$ cat src/rtl/selector_pkg.sv
// Shared types and default sizing for the selector demux.
package selector_pkg;

    localparam int unsigned DEF_WIDTH = 8;
    localparam int unsigned DEF_CNT_W = 8;

    // Input-side packet routing state
    typedef enum logic [1:0] {
        IDLE   = 2'd0,
        ROUTE0 = 2'd1,
        ROUTE1 = 2'd2
    } state_e;

endpackage

$ cat src/rtl/demux_out_stage.sv
// One output channel: a single-entry register slice plus a delivered-packet counter.
module demux_out_stage
    import selector_pkg::*;
#(
    parameter int unsigned WIDTH = DEF_WIDTH,
    parameter int unsigned CNT_W = DEF_CNT_W
) (
    input  logic             clk,
    input  logic             rst_n,
    input  logic             load_i,
    input  logic [WIDTH-1:0] data_i,
    input  logic             last_i,
    input  logic             ready_i,
    output logic             valid_o,
    output logic [WIDTH-1:0] data_o,
    output logic             last_o,
    output logic [CNT_W-1:0] pkt_cnt_o,
    output logic             space_c_o
);

    logic             valid_q, valid_d;
    logic [WIDTH-1:0] data_q,  data_d;
    logic             last_q,  last_d;
    logic [CNT_W-1:0] cnt_q,   cnt_d;
    logic             pop_c;

    // Slice can take a new beat when empty or when its current beat leaves this cycle
    assign pop_c     = valid_q && ready_i;
    assign space_c_o = !valid_q || ready_i;

    // Next-state for the slice and counter; load wins over pop so both can happen in one cycle
    always_comb begin
        valid_d = valid_q;
        data_d  = data_q;
        last_d  = last_q;
        cnt_d   = cnt_q;
        if (load_i) begin
            valid_d = 1'b1;
            data_d  = data_i;
            last_d  = last_i;
        end else if (pop_c) begin
            valid_d = 1'b0;
        end
        if (pop_c && last_q) begin
            cnt_d = cnt_q + CNT_W'(1);
        end
    end

    // Slice and counter registers
    always_ff @(posedge clk or negedge rst_n) begin
        if (!rst_n) begin
            valid_q <= 1'b0;
            data_q  <= WIDTH'(0);
            last_q  <= 1'b0;
            cnt_q   <= CNT_W'(0);
        end else begin
            valid_q <= valid_d;
            data_q  <= data_d;
            last_q  <= last_d;
            cnt_q   <= cnt_d;
        end
    end

    assign valid_o   = valid_q;
    assign data_o    = data_q;
    assign last_o    = last_q;
    assign pkt_cnt_o = cnt_q;

endmodule

$ cat src/rtl/selector_demux.sv
// Packet demux: routes whole packets to one of two channels, selected on the first beat.
module selector_demux
    import selector_pkg::*;
#(
    parameter int unsigned WIDTH = DEF_WIDTH,
    parameter int unsigned CNT_W = DEF_CNT_W
) (
    input  logic             clk,
    input  logic             rst_n,
    input  logic             in_valid,
    output logic             in_ready,
    input  logic [WIDTH-1:0] in_data,
    input  logic             in_sel,
    input  logic             in_last,
    output logic             out0_valid,
    input  logic             out0_ready,
    output logic [WIDTH-1:0] out0_data,
    output logic             out0_last,
    output logic             out1_valid,
    input  logic             out1_ready,
    output logic [WIDTH-1:0] out1_data,
    output logic             out1_last,
    output logic [CNT_W-1:0] pkt_cnt0,
    output logic [CNT_W-1:0] pkt_cnt1,
    output logic             busy
);

    state_e state_q, state_d;
    logic   busy_q;
    logic   tgt1_c;
    logic   space0_c, space1_c;
    logic   in_acc_c;
    logic   load0_c, load1_c;

    // Target channel: live select only at a packet start, locked afterwards
    assign tgt1_c   = (state_q == ROUTE1) || ((state_q == IDLE) && in_sel);
    assign in_ready = tgt1_c ? space1_c : space0_c;
    assign in_acc_c = in_valid && in_ready;
    assign load0_c  = in_acc_c && !tgt1_c;
    assign load1_c  = in_acc_c && tgt1_c;

    // Next-state: open a route on a multi-beat start, close it on the last beat
    always_comb begin
        state_d = state_q;
        unique case (state_q)
            IDLE: begin
                if (in_acc_c && !in_last) begin
                    state_d = in_sel ? ROUTE1 : ROUTE0;
                end
            end
            ROUTE0, ROUTE1: begin
                if (in_acc_c && in_last) begin
                    state_d = IDLE;
                end
            end
            default: state_d = IDLE;
        endcase
    end

    // State register; busy tracks the registered state so it needs no output decode
    always_ff @(posedge clk or negedge rst_n) begin
        if (!rst_n) begin
            state_q <= IDLE;
            busy_q  <= 1'b0;
        end else begin
            state_q <= state_d;
            busy_q  <= (state_d != IDLE);
        end
    end

    assign busy = busy_q;

    demux_out_stage #(
        .WIDTH (WIDTH),
        .CNT_W (CNT_W)
    ) u_stage0 (
        .clk       (clk),
        .rst_n     (rst_n),
        .load_i    (load0_c),
        .data_i    (in_data),
        .last_i    (in_last),
        .ready_i   (out0_ready),
        .valid_o   (out0_valid),
        .data_o    (out0_data),
        .last_o    (out0_last),
        .pkt_cnt_o (pkt_cnt0),
        .space_c_o (space0_c)
    );

    demux_out_stage #(
        .WIDTH (WIDTH),
        .CNT_W (CNT_W)
    ) u_stage1 (
        .clk       (clk),
        .rst_n     (rst_n),
        .load_i    (load1_c),
        .data_i    (in_data),
        .last_i    (in_last),
        .ready_i   (out1_ready),
        .valid_o   (out1_valid),
        .data_o    (out1_data),
        .last_o    (out1_last),
        .pkt_cnt_o (pkt_cnt1),
        .space_c_o (space1_c)
    );

endmodule

$ cat config.mk
export PLATFORM = sky130hd
export DESIGN_NAME = selector_demux
export DESIGN_NICKNAME = d
export VERILOG_FILES = /design/src/rtl/selector_pkg.sv /design/src/rtl/demux_out_stage.sv /design/src/rtl/selector_demux.sv
export SDC_FILE = /design/constraint.sdc
export NUM_CORES = 1
export LEC_CHECK = 0
export CORE_ASPECT_RATIO = 0.9
export CORE_MARGIN = 2
export CORE_UTILIZATION = 50
export CTS_CLUSTER_DIAMETER = 50
export DETAILED_ROUTE_END_ITERATION = 12
export GPL_TIMING_DRIVEN = 1
export PLACE_DENSITY_LB_ADDON = 0.08
export SYNTH_ARGS = -nofsm -noshare
export SYNTH_HDL_FRONTEND = slang
export SYNTH_HIERARCHICAL = 1
export SYNTH_SLANG_ARGS = --single-unit
$ cat constraint.sdc
create_clock -name clk -period 2.5 [get_ports clk]
set_input_delay 0.5 -clock clk [delete_from_list [all_inputs] [get_ports clk]]
set_output_delay 0.5 -clock clk [all_outputs]
set_load 0.02 [all_outputs]
==> impl_results.md <==
- Synthesized area per cell: 13.0 um^2
- Slew Limit Fails: 0
- Crit-path cells: clkdlybuf4s50_1 -> nand2b_1 -> mux2i_1 -> inv_1 -> dlygate4sd2_1
- Worst R2R Path Depth: 7
- DP Area: 2390 um^2
- Yosys top cell area share: 54.8%
- Min cycle time layout: 2.37 ns
- Port bufs: 52
- CP Launch Type: primary input
- Worst-Skew Late Latency: 0.28 ns
- Area Overhead vs Synth: 38.7%
- Core ar.: 3400 um^2
- Inserted Clock Buffers: 5
- H-tree depth: 2
- Core Util, Final: 72.6%
- FP Rows: 20
- Synthesized flop and latch total: 39
- CTS Buffer Depth: 2
- Placed Cells: 237
- GRT Total Usage: 19.3%
- Slowest stage cell, crit path: clkdlybuf4s50_1
- GRT overflow: 0
- Hold slack: 0.312 ns
- Post-Synth Adder-Cell Area: 3.51%
- DRT antenna net count: 0
- Top delay family on crit path: buffers and inverters
- Total of max-cap violations: 0
- Status: finished, final reports clean
- Proportion of layout cells with a drive suffix above 1: 19.9%
- Pin count of the biggest net entering global routing: 40
- CTS Root Cell: clkbuf_8
- Vias in the first global route: 1311
- Slew headroom: 44.3%
- Tcrit/Tclk final: 94.9%
- Cell area after synthesis: 1780 um^2
- Clk pin slew, worst setup/hold paths: 0.07 ns
- Fill cell count: 243
- Count of different cell masters after synthesis: 30
- Fmax: 0.422 GHz
- Worst r2r src: state_q[0]$_DFF_PN0_
- Final setup vio count: 0
- Wire per inst: 14.1 um
- Arr. time, crit path: 1.87 ns
- Setup Buffers After CTS: 0
- Critical Path RT: 2.00 ns
- Detailed Routing Iterations Pass 1: 4
- Worst Skew: 0.00635 ns
- Simple-Gate Fraction of Synth Area: 15.0%
- Critical path peak fanout: 5
- Sequential area share after synthesis: 54.8%
- YS warnings: 6
- Mux cell area share after synthesis: 14.0%
- Crit end category: output pin
- Syn nets: 157
- N_diodes: 0
- Drt drc: 0
- CP Class: in2out
- HP Class: in2async
- Clock net sink count: 39
- Unrepaired setup endpoints after global routing: no
- Compound-gate portion of the synthesized area: 4.56%
- Slowest cell delay on critical path: 0.51 ns
- Lkg Pwr: 0.00107 uW
- Cell Count, Final, Fillers Out: 245
- Terminus of the critical flop-to-flop path: u_stage0/data_o[1]$_DFFE_PN0P_
- Die Y: 60.6 um
- FF+latch area: 977 um^2
- Starting Density: 52.4%
- Via/cell ratio: 5.18
- Die Area: 4060 um^2
- CTS tree: done
- Combinational family with the most area after synthesis: simple AND/OR/NAND/NOR gates
- R2r setup slk: 0.66 ns
- First-pass GRT wire length: 5730 um
- Nets: 220
- Top post-synthesis cells by area: dfrtp_1 (55%), mux2_2 (8.8%), xor2_1 (4.9%), mux2_1 (3.8%), ha_1 (3.5%)
- Maximum VDD drop: 0.650 mV
- Io pins: 53
- GPL Wtd Cong: 0.903
- Worst Tran Pin Value: 0.836 ns
- Dpl hpwl: 2590 um
- Vias: 1268
- Final Instance Area: 2470 um^2
- Synth Instances: 137
- Initial antenna violation count: 0
- Hold Fails Final Rpt: 0
- Drt initial violations: 62
- Synth Area in XOR/XNOR: 6.88%
- Die span in x: 66.9 um
- Multi-input gate area: 787 um^2
- Pwr Density: 1170 nW/um^2
- Synth area leader: dfrtp_1
- Crit path buffers/inverters: 3
- Detailed-route wire length: 3460 um
area by class of cell:
type | instances | area share (%)
Clock inverter | 1 | 0.203
Timing Repair Buffer | 58 | 22.6
Inverter | 3 | 0.456
Clock buffer | 7 | 3.09
Multi-Input combinational cell | 93 | 31.8
Sequential cell | 39 | 39.5
Tap cell | 44 | 2.23
registers in the layout, summed over array words and instances, names as in the netlist, 2 cells and up:
name                count
u_stage0/pkt_cnt_o      8
u_stage1/data_o         8
u_stage1/pkt_cnt_o      8
u_stage0/data_o         8
state_q                 2
cells in the mapped netlist (all sizes together):
cell	n
nand2b	4
nor3b	1
a31oi	2
nor2	5
a21boi	1
nor2b	2
nand2	10
a32oi	1
xor2	10
nand4	6
a32o	1
and3	2
mux2i	1
o21ai	1
nand3	4
o21a	1
inv	3
mux2	21
xnor2	4
nor3	6
a21oi	3
ha	5
buf	2
dfrtp	39
and2	1
o211ai	1
routing by layer:
layer	vias to the layer above	wire (um)	track usage, %
met5	-	0	0
met4	0	19	7.00
met3	2	197	5.38
met2	37	1770	35.4
met1	622	1470	21.7
li1	607	-	-
layout by cell type (no fill, tap or decap), types with 2 or more instances in the layout:
master	n
clkdlybuf4s50_1	50
nand2b_1	4
mux2_2	14
dfrtp_1	38
nand4_1	4
ha_1	4
a21oi_1	2
xor2_1	10
clkbuf_8	5
nor3_2	6
nand3_1	4
nor2_1	5
nor2b_1	2
nand4_4	2
and3_1	2
nand2_1	10
mux2_1	6
inv_1	3
xnor2_1	4
clkbuf_1	2
buf_4	6
a31oi_1	2
worst register-to-register path, cell delays in order, from the launching register on:
cell and delay [ns]:
dfrtp_1 0.40, inv_1 0.08, ha_1 0.26, a21oi_2 0.16
buf_4 0.13, and3_1 0.16, buf_4 0.19, mux2_2 0.35
per-stage QoR:
stage / setup WS, ns / power, uW / TNS (ns)
after global placement: -0.0507 / 2470 / -0.0507
after floorplan: 0.672 / 1840 / 0
after CTS: 0.135 / 2930 / 0
final: 0.129 / 2900 / 0
after global routing: 0.0357 / 3090 / 0
after detailed placement: -0.0638 / 2530 / -0.0638
how the worst max path moves through the flow:
stage	startpoint	end	slack, ns	depth (start not counted)
floorplan	state_q[1]$_DFF_PN0_	in_ready	0.67	5
global route	out0_ready	in_ready	0.04	5
detailed placement	out0_ready	in_ready	-0.06	5
global placement	out0_ready	in_ready	-0.05	5
CTS	state_q[0]$_DFF_PN0_	in_ready	0.13	6
finish	out0_ready	in_ready	0.13	5
kinds of logic after synthesis:
family	Yosys count
adder cells (fa/ha/maj)	5
AO/OA/AOI/OAI	11
multiplexers	22
AND/OR/NAND/NOR	41
flip-flops	39
buffers and inverters	5
XOR/XNOR	14
report_power, final:
part / switching (uW) / total [uW] / internal, uW
registers: 225 / 1100 / 880
clock network: 201 / 397 / 196
logic: 668 / 1400 / 733
what timing repair did:
item / CTS / global route
resized for setup: 2 / 1
endpoints found under the setup margin: 1 / 1
endpoints found under the hold margin: 0 / 0
hold buffers: 0 / 0
pin swaps: 0 / 0
gates cloned: 0 / 0
Power figures use the tool's default switching activity.
